File: config.mk
export PLATFORM = sky130hd
export DESIGN_NAME = vga_sync_module_flat
export DESIGN_NICKNAME = d
export VERILOG_FILES = /design/src/rtl/vga_timing_pkg.sv /design/src/rtl/vga_sync_module_if.sv /design/src/rtl/vga_axis_counter.sv /design/src/rtl/vga_sync_module.sv /design/src/flat_wrapper.sv
export SDC_FILE = /design/constraint.sdc
export NUM_CORES = 1
export LEC_CHECK = 0
export ABC_CLOCK_PERIOD_IN_PS = 2000
export CORE_MARGIN = 4
export CORE_UTILIZATION = 35
export CTS_BUF_LIST = sky130_fd_sc_hd__clkbuf_4
export DETAILED_ROUTE_END_ITERATION = 8
export DONT_BUFFER_PORTS = 1
export PLACE_DENSITY = 0.59
export SLEW_MARGIN = 40
export SYNTH_ARGS = -nofsm -noshare
export SYNTH_HDL_FRONTEND = slang
export SYNTH_SLANG_ARGS = --single-unit
File: constraint.sdc
create_clock -name VGA_CLK -period 2 [get_ports VGA_CLK]
set_clock_uncertainty 0.05 [all_clocks]
set_input_delay 0.4 -clock VGA_CLK [delete_from_list [all_inputs] [get_ports VGA_CLK]]
set_output_delay 0.4 -clock VGA_CLK [all_outputs]
set_load 0.02 [all_outputs]
File: src/rtl/vga_timing_pkg.sv
// vga_timing_pkg: default 640x480@60 raster constants, coordinate width,
// region boundary helpers and the registered raster bundle type.
// Shared by vga_sync_module, vga_control_module and their testbenches.
package vga_timing_pkg;

    localparam int COORD_W   = 10;
    localparam int MAX_TOTAL = 1 << COORD_W;

    typedef logic [COORD_W-1:0] coord_t;

    localparam int DEF_H_VISIBLE = 640;
    localparam int DEF_H_FRONT   = 16;
    localparam int DEF_H_SYNC    = 96;
    localparam int DEF_H_BACK    = 48;
    localparam int DEF_V_VISIBLE = 480;
    localparam int DEF_V_FRONT   = 10;
    localparam int DEF_V_SYNC    = 2;
    localparam int DEF_V_BACK    = 33;

    function automatic int sync_start(int visible, int front);
        return visible + front;
    endfunction

    function automatic int sync_end(int visible, int front, int sync);
        return visible + front + sync;
    endfunction

    function automatic int axis_total(int visible, int front, int sync,
                                      int back);
        return visible + front + sync + back;
    endfunction

    localparam int DEF_H_TOTAL = axis_total(DEF_H_VISIBLE, DEF_H_FRONT,
                                            DEF_H_SYNC, DEF_H_BACK);
    localparam int DEF_V_TOTAL = axis_total(DEF_V_VISIBLE, DEF_V_FRONT,
                                            DEF_V_SYNC, DEF_V_BACK);

    localparam int DEF_H_SYNC_START = sync_start(DEF_H_VISIBLE, DEF_H_FRONT);
    localparam int DEF_H_SYNC_END   = sync_end(DEF_H_VISIBLE, DEF_H_FRONT,
                                               DEF_H_SYNC);
    localparam int DEF_V_SYNC_START = sync_start(DEF_V_VISIBLE, DEF_V_FRONT);
    localparam int DEF_V_SYNC_END   = sync_end(DEF_V_VISIBLE, DEF_V_FRONT,
                                               DEF_V_SYNC);

    typedef struct packed {
        coord_t x;
        coord_t y;
        logic   valid;
        logic   hsync;
        logic   vsync;
        logic   frame_start;
    } raster_t;

    localparam raster_t RASTER_RESET = '{
        x:           '0,
        y:           '0,
        valid:       1'b0,
        hsync:       1'b1,
        vsync:       1'b1,
        frame_start: 1'b0
    };

endpackage

File: src/rtl/vga_sync_module_if.sv
// vga_sync_module_if: raster bundle from the sync generator to its consumer.
// master drives X, Y, valid, VGA_HSYNC, VGA_VSYNC, FRAME_START; slave reads.
interface vga_sync_module_if;
    import vga_timing_pkg::*;

    coord_t X;
    coord_t Y;
    logic   valid;
    logic   VGA_HSYNC;
    logic   VGA_VSYNC;
    logic   FRAME_START;

    modport master (
        output X, Y, valid, VGA_HSYNC, VGA_VSYNC, FRAME_START
    );

    modport slave (
        input X, Y, valid, VGA_HSYNC, VGA_VSYNC, FRAME_START
    );

endinterface

File: src/rtl/vga_axis_counter.sv
// vga_axis_counter: one raster axis counter, 0..TOTAL-1 with wrap.
// Ports: VGA_CLK, RST (sync, active-high), inc in; cnt, wrap, in_visible,
// in_sync out (region flags decode the current cnt).
module vga_axis_counter
    import vga_timing_pkg::*;
#(
    parameter int TOTAL      = DEF_H_TOTAL,
    parameter int VISIBLE    = DEF_H_VISIBLE,
    parameter int SYNC_START = DEF_H_SYNC_START,
    parameter int SYNC_END   = DEF_H_SYNC_END
) (
    input  logic   VGA_CLK,
    input  logic   RST,
    input  logic   inc,
    output coord_t cnt,
    output logic   wrap,
    output logic   in_visible,
    output logic   in_sync
);

    localparam int CW = COORD_W + 1;

    if (TOTAL < 2 || TOTAL > MAX_TOTAL) begin : g_bad_total
        $fatal(1, "vga_axis_counter: TOTAL %0d out of range", TOTAL);
    end

    if (VISIBLE > SYNC_START || SYNC_START > SYNC_END || SYNC_END > TOTAL)
    begin : g_bad_regions
        $fatal(1, "vga_axis_counter: inconsistent region boundaries");
    end

    localparam coord_t         LAST   = COORD_W'(TOTAL - 1);
    localparam logic [CW-1:0]  VIS_W  = CW'(VISIBLE);
    localparam logic [CW-1:0]  SS_W   = CW'(SYNC_START);
    localparam logic [CW-1:0]  SE_W   = CW'(SYNC_END);

    // One spare bit so boundaries equal to 1024 compare correctly.
    logic [CW-1:0] cnt_w;

    assign cnt_w      = {1'b0, cnt};
    assign wrap       = (cnt == LAST);
    assign in_visible = (cnt_w < VIS_W);
    assign in_sync    = (cnt_w >= SS_W) && (cnt_w < SE_W);

    always_ff @(posedge VGA_CLK) begin
        if (RST) begin
            cnt <= '0;
        end else if (inc) begin
            cnt <= wrap ? '0 : cnt + 1'b1;
        end
    end

endmodule

File: src/rtl/vga_sync_module.sv
// vga_sync_module: 640x480@60 raster timing generator with clock enable.
// Ports: VGA_CLK, RST (sync, active-high), CE in; vga (master) carries
// X, Y, valid, VGA_HSYNC, VGA_VSYNC, FRAME_START, all registered.
// Macro VGA_SYNC_PIPE_EN: delay HSYNC/VSYNC by one more CE-gated stage.
module vga_sync_module
    import vga_timing_pkg::*;
#(
    parameter int H_VISIBLE = DEF_H_VISIBLE,
    parameter int H_FRONT   = DEF_H_FRONT,
    parameter int H_SYNC    = DEF_H_SYNC,
    parameter int H_BACK    = DEF_H_BACK,
    parameter int V_VISIBLE = DEF_V_VISIBLE,
    parameter int V_FRONT   = DEF_V_FRONT,
    parameter int V_SYNC    = DEF_V_SYNC,
    parameter int V_BACK    = DEF_V_BACK
) (
    input  logic              VGA_CLK,
    input  logic              RST,
    input  logic              CE,
    vga_sync_module_if.master vga
);

    localparam int H_TOTAL = axis_total(H_VISIBLE, H_FRONT, H_SYNC, H_BACK);
    localparam int V_TOTAL = axis_total(V_VISIBLE, V_FRONT, V_SYNC, V_BACK);

    coord_t  h_cnt;
    coord_t  v_cnt;
    logic    h_wrap;
    logic    v_wrap;
    logic    h_vis;
    logic    v_vis;
    logic    h_sync;
    logic    v_sync;
    logic    v_inc;
    logic    at_origin;
    raster_t dec;
    raster_t out_q;

    assign v_inc = CE && h_wrap;

    vga_axis_counter #(
        .TOTAL      (H_TOTAL),
        .VISIBLE    (H_VISIBLE),
        .SYNC_START (sync_start(H_VISIBLE, H_FRONT)),
        .SYNC_END   (sync_end(H_VISIBLE, H_FRONT, H_SYNC))
    ) u_h_cnt (
        .VGA_CLK    (VGA_CLK),
        .RST        (RST),
        .inc        (CE),
        .cnt        (h_cnt),
        .wrap       (h_wrap),
        .in_visible (h_vis),
        .in_sync    (h_sync)
    );

    vga_axis_counter #(
        .TOTAL      (V_TOTAL),
        .VISIBLE    (V_VISIBLE),
        .SYNC_START (sync_start(V_VISIBLE, V_FRONT)),
        .SYNC_END   (sync_end(V_VISIBLE, V_FRONT, V_SYNC))
    ) u_v_cnt (
        .VGA_CLK    (VGA_CLK),
        .RST        (RST),
        .inc        (v_inc),
        .cnt        (v_cnt),
        .wrap       (v_wrap),
        .in_visible (v_vis),
        .in_sync    (v_sync)
    );

    // Tracks (h_cnt, v_cnt) == (0, 0): the pair only returns to the
    // origin when both axes wrap on the same enabled edge.
    always_ff @(posedge VGA_CLK) begin
        if (RST) begin
            at_origin <= 1'b1;
        end else if (CE) begin
            at_origin <= h_wrap && v_wrap;
        end
    end

    always_comb begin
        dec             = RASTER_RESET;
        dec.valid       = h_vis && v_vis;
        dec.x           = dec.valid ? h_cnt : '0;
        dec.y           = dec.valid ? v_cnt : '0;
        dec.hsync       = !h_sync;
        dec.vsync       = !v_sync;
        dec.frame_start = at_origin;
    end

    always_ff @(posedge VGA_CLK) begin
        if (RST) begin
            out_q <= RASTER_RESET;
        end else if (CE) begin
            out_q <= dec;
        end
    end

    assign vga.X           = out_q.x;
    assign vga.Y           = out_q.y;
    assign vga.valid       = out_q.valid;
    assign vga.FRAME_START = out_q.frame_start;

`ifdef VGA_SYNC_PIPE_EN
    // Extra sync stage lines the pins up with the registered RGB path.
    logic hs_q;
    logic vs_q;

    always_ff @(posedge VGA_CLK) begin
        if (RST) begin
            hs_q <= 1'b1;
            vs_q <= 1'b1;
        end else if (CE) begin
            hs_q <= out_q.hsync;
            vs_q <= out_q.vsync;
        end
    end

    assign vga.VGA_HSYNC = hs_q;
    assign vga.VGA_VSYNC = vs_q;
`else
    assign vga.VGA_HSYNC = out_q.hsync;
    assign vga.VGA_VSYNC = out_q.vsync;
`endif

endmodule

File: src/flat_wrapper.sv
// flat-port wrapper written by rule: the top's interface ports become plain ports
module vga_sync_module_flat import vga_timing_pkg::*;
#(
    parameter int H_VISIBLE = DEF_H_VISIBLE,
    parameter int H_FRONT   = DEF_H_FRONT,
    parameter int H_SYNC    = DEF_H_SYNC,
    parameter int H_BACK    = DEF_H_BACK,
    parameter int V_VISIBLE = DEF_V_VISIBLE,
    parameter int V_FRONT   = DEF_V_FRONT,
    parameter int V_SYNC    = DEF_V_SYNC,
    parameter int V_BACK    = DEF_V_BACK
)
  (VGA_CLK, RST, CE, vga_X, vga_Y, vga_valid, vga_VGA_HSYNC, vga_VGA_VSYNC, vga_FRAME_START);
  vga_sync_module_if vga_i ();
  input  logic VGA_CLK;
  input  logic RST;
  input  logic CE;
  output wire logic [$bits(vga_i.X)-1:0] vga_X;
  output wire logic [$bits(vga_i.Y)-1:0] vga_Y;
  output wire logic [$bits(vga_i.valid)-1:0] vga_valid;
  output wire logic [$bits(vga_i.VGA_HSYNC)-1:0] vga_VGA_HSYNC;
  output wire logic [$bits(vga_i.VGA_VSYNC)-1:0] vga_VGA_VSYNC;
  output wire logic [$bits(vga_i.FRAME_START)-1:0] vga_FRAME_START;
  assign vga_X = vga_i.X;
  assign vga_Y = vga_i.Y;
  assign vga_valid = vga_i.valid;
  assign vga_VGA_HSYNC = vga_i.VGA_HSYNC;
  assign vga_VGA_VSYNC = vga_i.VGA_VSYNC;
  assign vga_FRAME_START = vga_i.FRAME_START;
  vga_sync_module #(.H_VISIBLE(H_VISIBLE), .H_FRONT(H_FRONT), .H_SYNC(H_SYNC), .H_BACK(H_BACK), .V_VISIBLE(V_VISIBLE), .V_FRONT(V_FRONT), .V_SYNC(V_SYNC), .V_BACK(V_BACK)) u_core (.VGA_CLK(VGA_CLK), .RST(RST), .CE(CE), .vga(vga_i));
endmodule
==> results of run 1 <==
==> final cells by class <==
type                            count  share of cell area [%]
Sequential cell                    45                    45.9
Multi-Input combinational cell    123                    43.7
Tap cell                           70                    4.46
Timing Repair Buffer                6                    2.29
Clock buffer                        5                    1.91
Inverter                            6                    1.15
Clock inverter                      3                   0.637
==> critical path: stages, from the launching register on <==
cell and delay, ns:
dfxtp_1 0.43, nor4b_4 0.36, nand4_4 0.22, or4_1 0.52, a21oi_1 0.16
==> worst max path at each step <==
stage / slack, ns / start / to / cells after the start
after global placement: 0.11 / u_core.u_h_cnt.cnt[2] / u_core.u_v_cnt.cnt[9] / 4
final: 0.18 / u_core.u_h_cnt.cnt[6] / u_core.u_v_cnt.cnt[9] / 4
after floorplan: 0.41 / RST / u_core.vga.X[0] / 6
after global routing: 0.002 / u_core.u_h_cnt.cnt[6] / u_core.u_v_cnt.cnt[9] / 4
after detailed placement: 0.12 / u_core.u_h_cnt.cnt[2] / u_core.u_v_cnt.cnt[9] / 4
after CTS: 0.08 / u_core.u_h_cnt.cnt[2] / u_core.u_v_cnt.cnt[9] / 4
==> power by group through the flow <==
| stage | Clock (mW) | Sequential [mW] | Combinational, mW |
|---|---|---|---|
| after detailed placement | 0 | 0.940 | 0.0593 |
| after floorplan | 0 | 0.942 | 0.0423 |
| after CTS | 0.430 | 0.921 | 0.0591 |
| after global routing | 0.474 | 0.922 | 0.0653 |
| final | 0.415 | 0.920 | 0.0581 |
| after global placement | 0 | 0.941 | 0.0584 |
==> cell usage after synthesis, types with 5 or more instances <==
master	number
a21oi_1	9
or3_1	5
xor2_1	6
nor3_1	6
dfxtp_1	45
nand2_1	8
nand4_1	8
xnor2_1	5
inv_1	6
nand3_1	5
o21ai_0	6
a22o_1	17
buf_2	5
nor2_1	15
==> through the flow <==
step           cell area, um^2  hold WS [ns]  total power, mW
2_1_floorplan             1840         0.380            0.984
3_3_place_gp              1900         0.403            0.999
3_5_place_dp              1900         0.403             1.00
4_1_cts                   1950        0.0208             1.41
5_1_grt                   1960       0.00910             1.46
6_report                  1960        0.0321             1.39
==> logic make-up (layout without fill, tap and decap cells) <==
family | after synthesis | after routing | synth area share (%)
buf+inv | 18 | 20 | 5.03
xor+xnor | 11 | 11 | 5.23
compound gates | 39 | 39 | 15.4
fa+ha+maj | 4 | 4 | 2.72
simple gates | 67 | 67 | 21.6
flops | 45 | 45 | 48.9
mux | 2 | 2 | 1.09
==> layer usage <==
layer | track usage [%] | wire length, um | vias up
li1 | - | - | 679
met1 | 18.6 | 1960 | 610
met2 | 18.0 | 1620 | 27
met3 | 4.37 | 186 | 8
met4 | 5.57 | 60 | 0
met5 | 0 | 0 | -
==> registers in the layout, indices dropped and copies added (netlist names) <==
name	flops
u_core.u_v_cnt.cnt	10
u_core.vga.FRAME_START	1
u_core.u_h_cnt.cnt	10
u_core.vga.Y	10
u_core.vga.VGA_VSYNC	1
u_core.at_origin	1
u_core.vga.X	10
u_core.vga.VGA_HSYNC	1
u_core.vga.valid	1
==> what timing repair did <==
| action | in CTS | in global routing |
|---|---|---|
| endpoints found under the setup margin | 0 | 10 |
| resized for setup | 0 | 2 |
| hold buffers | 0 | 0 |
==> flow_summary.ini, run 1 <==
[floorplan]
rows = 26
io_pins = 27
initial_utilization_pct = 36.0
die_y_um = 80.5
fp.coreArea_um2 = 5110
fp.dieArea_um2 = 6480
die_x_um = 80.5

[timing]
rsz0062_at_grt = no
layout_min_cycle_time_ns = 1.82
max_freq_mhz = 551
max-slew-margin-rel_pct = 50.4
setup_tns_ns = 0
tightestPinTransition_ns = 0.744
final-hold-violation-count = 0
finalMaxSlewViolations = 0
min_period_over_period_pct = 90.8
layout_setup_ws_ns = 0.183
setup_viol = 0

[final_layout]
register_area_um2 = 901
n_antenna_cell = 0
area_delta_synth_final_pct = 6.66
layout.nets = 194
drive_above_1_share_pct = 10.1
multiInputGateArea_um2 = 857
mostFrequentLayoutCells = dfxtp_1 (45), a22o_1 (17), nor2_1 (15)
final_common_cell = dfxtp_1
instances_no_fill = 258
fillers = 524
utilization_pct = 38.4

[setup_path]
crit_path_end_kind = register
critPathMaxFanout = 13
reg2reg_to = u_core.u_v_cnt.cnt[9]
rrSetupSlack_ns = 0.18
timing.rr.start = u_core.u_h_cnt.cnt[6]
cp.required_ns = 2.24
arrival_ns = 2.06
reg2reg_depth = 4
startpoint_type = register
worstSetupPathType = register to register

[routing]
routed_wirelength_mm = 3.82
ant_nets = 0
wl_per_cell_um = 14.8
vias = 1324
drc_errors = 0
via_per_inst = 5.13
first_iter_violations = 114
dr.pass1.iters = 4

[worst_hold_path]
min_to = u_core.u_v_cnt.cnt[1]
whs_path_depth = 1
min-delay-start = RST
hp-class = input pin to register

[placed_design]
dp_slack_ns = 0.120
dp_hpwl_mm = 2.63
place.port_buffers = 0
gp_congestion = 0.839
dp.cells = 250

[cts]
cts_tree = built
cts.sinks = 45
clk_path_buf_depth = 2
cts_setup_buffers = 0
clkTransAtPathRegs_ns = 0.13
clkLatencyLatePin_ns = 0.36
cts_max_level = 2
cts_buffers = 5
cts-root-buf = clkbuf_4

[synth]
ys_warn_count = 0
synth_area_leaders = dfxtp_1 (49%), a22o_1 (8.1%), nor2_1 (3.1%)
ys_seq_elements = 45
async_flop_share_pct = 0
ys_seq_area_share_pct = 48.9
ys.flop_type = dfxtp_1
syn_area_per_cell_um2 = 9.90
synthCells = 186
synth_cell_types = 38
yosysTopAreaCell = dfxtp_1
synth_top_area_share_pct = 48.9
synth_area_um2 = 1840
synth_nets = 193
synth_edf_count = 0

[pwr]
p_sw_share_pct = 24.0
p_leak_nw = 0.714
combPwrFrac_pct = 4.2
p_per_area_nw_per_um2 = 709
net-switching-power_uw = 335
p_int_mw = 1.06
clock_power_share_pct = 29.8
seqPwrFrac_pct = 66.1
ir_drop_mv = 0.408

[grt]
track_usage_pct = 13.2
antenna_found_initial = 0
grt_max_degree = 22
overflow = 0
grt_pass1_vias = 1267
grt_pass1_wl_mm = 6.49

[job]
drv_cap = 0

[outcome]
status = finished, final reports clean
Note: power is estimated with default switching activity, not from simulation.
==> inputs of run 2 (changes only) <==
--- a/config.mk
+++ b/config.mk
@@ -5,6 +5,7 @@
 export SDC_FILE = /design/constraint.sdc
 export NUM_CORES = 1
 export LEC_CHECK = 0
+export ABC_AREA = 1
 export ABC_CLOCK_PERIOD_IN_PS = 2000
 export CORE_MARGIN = 4
 export CORE_UTILIZATION = 35
==> run 2 against run 1 <==
  * Sequential share of layout area is 3.0 points lower
  * Clock power is 12% higher
  * Via count rose by 23%
  * Synthesized cell count increased by 44%
  * Critical path depth increased by 4
  * Worst setup slack gained 0.13 ns
  * Total power rose by 3.9%
  * Critical endpoint is now u_core.u_v_cnt.cnt[7]
  * Largest power group unchanged
==> flow_summary.ini, run 2 <==
[synth]
yosysTopAreaCell = dfxtp_1
ys_seq_elements = 45
synth_area_um2 = 1970
synth_top_area_share_pct = 45.7
synth_area_leaders = dfxtp_1 (46%), nand2_1 (12%), nor2_1 (7.6%)
ys_warn_count = 0
synth_nets = 275
ys.flop_type = dfxtp_1
ys_seq_area_share_pct = 45.7
synth_cell_types = 26
synthCells = 268
synth_edf_count = 0
synth.most_common_cell = nand2_1
syn_area_per_cell_um2 = 7.35
synth_common_cells = nand2_1 (65), dfxtp_1 (45), nor2_1 (40)
async_flop_share_pct = 0

[pwr]
p_leak_nw = 0.842
p_per_area_nw_per_um2 = 689
ir_drop_mv = 0.276

[routing]
via_per_inst = 4.70
routed_wirelength_mm = 4.17
wl_per_cell_um = 12.1
vias = 1622
ant_nets = 0
first_iter_violations = 80
dr.pass1.iters = 4
drc_errors = 0

[cts]
clk_path_buf_depth = 2
cts_setup_buffers = 0
cts_buffers = 5
cts.sinks = 45
clkLatencyLatePin_ns = 0.36
cts_hold_buffers = 0
clkTransAtPathRegs_ns = 0.14
cts_max_level = 2
cts-root-buf = clkbuf_4
cts_tree = built
ctsResizeCount = 0

[floorplan]
fp.coreArea_um2 = 5470
rows = 27
die_y_um = 83.0
die_x_um = 83.0
io_pins = 27
fp.dieArea_um2 = 6890
initial_utilization_pct = 36.0

[timing]
timing.hold.ws_ns = 0.0351
setup_viol = 0
max_freq_mhz = 594
rsz0062_at_grt = no
setup_tns_ns = 0
layout_setup_ws_ns = 0.316
max-slew-margin-rel_pct = 69.9
layout_min_cycle_time_ns = 1.68
tightestPinTransition_ns = 0.450
min_period_over_period_pct = 84.2
final-hold-violation-count = 0
finalMaxSlewViolations = 0

[grt]
grt_max_degree = 15
antenna_found_initial = 0
track_usage_pct = 12.4
overflow = 0
grt_pass1_vias = 1454
grt_pass1_wl_mm = 7.08

[placed_design]
place.port_buffers = 0
gp_congestion = 0.757
dp_slack_ns = 0.309
dp.cells = 337
dp_hpwl_mm = 3.02

[outcome]
status = finished, final reports clean

[setup_path]
critPathMaxFanout = 11
worstSetupPathType = register to register
cp.required_ns = 2.22
rrSetupSlack_ns = 0.32
arrival_ns = 1.91
crit_path_end_kind = register
startpoint_type = register

[job]
drv_cap = 0

[worst_hold_path]
hp-class = input pin to register

[final_layout]
drive_above_1_share_pct = 11.0
layout.nets = 279
n_antenna_cell = 0
final_common_cell = nand2_1
utilization_pct = 38.4
area_delta_synth_final_pct = 6.61
mostFrequentLayoutCells = nand2_1 (65), dfxtp_1 (45), nor2_1 (40)
instances_no_fill = 345
## run 2: report_power, final
| part | leakage, nW | total (mW) | switching [mW] | internal [mW] |
|---|---|---|---|---|
| combinational | 0.445 | 0.0580 | 0.0412 | 0.0168 |
| clock | 0.0324 | 0.465 | 0.298 | 0.166 |
| sequential | 0.364 | 0.924 | 0.0163 | 0.908 |
## run 2: kinds of logic (layout without fill, tap and decap cells)
family,after synthesis,after routing,share of synthesized area [%]
xor gates and xnor gates,4,4,1.78
and+or+nand+nor,138,138,29.7
DFF,45,45,45.7
AOI/OAI and AO/OA,35,35,11.2
adders and majority gates,4,4,2.54
buffers and inverters,42,47,9.08
## run 2: per-stage QoR
stage | instance area (um^2) | total power [mW]
after CTS | 2100 | 1.46
after detailed placement | 2040 | 1.00
after global routing | 2100 | 1.50
after global placement | 2040 | 1.00
after floorplan | 1970 | 0.996
final | 2100 | 1.45
## run 2: area by class of cell
type | count | area (um^2)
Fill cell | 590 | 3370
Clock buffer | 7 | 52.6
Sequential cell | 45 | 901
Inverter | 36 | 136
Tap cell | 72 | 90.1
Multi-Input combinational cell | 181 | 890
Clock inverter | 1 | 7.51
Timing Repair Buffer | 3 | 22.5
## run 2: worst paths after layout
check | start | to | depth (start not counted)
max | u_core.u_h_cnt.cnt[1] | u_core.u_v_cnt.cnt[7] | 8
min | RST | u_core.vga.Y[8] | 1
max reg2reg | u_core.u_h_cnt.cnt[1] | u_core.u_v_cnt.cnt[7] | 8
min reg2reg | u_core.at_origin | u_core.vga.FRAME_START | 2
## run 2: critical path, cell delays in order (launching register included)
cell	delay, ns
dfxtp_1	0.43
ha_1	0.21
nand2_1	0.06
nor2_1	0.13
nand3_2	0.15
nand2_2	0.24
nand2_2	0.17
nand2_1	0.10
nor2_1	0.04
## run 2: routing by layer
| metal | part of all wire [%] | track usage [%] | up-vias | routed length, um |
|---|---|---|---|---|
| met5 | 0 | 0 | - | 0 |
| li1 | - | - | 847 | - |
| met2 | 43 | 18.1 | 33 | 1780 |
| met4 | 1.8 | 4.46 | 0 | 76 |
| met1 | 50 | 16.5 | 736 | 2070 |
| met3 | 6.0 | 4.76 | 6 | 250 |
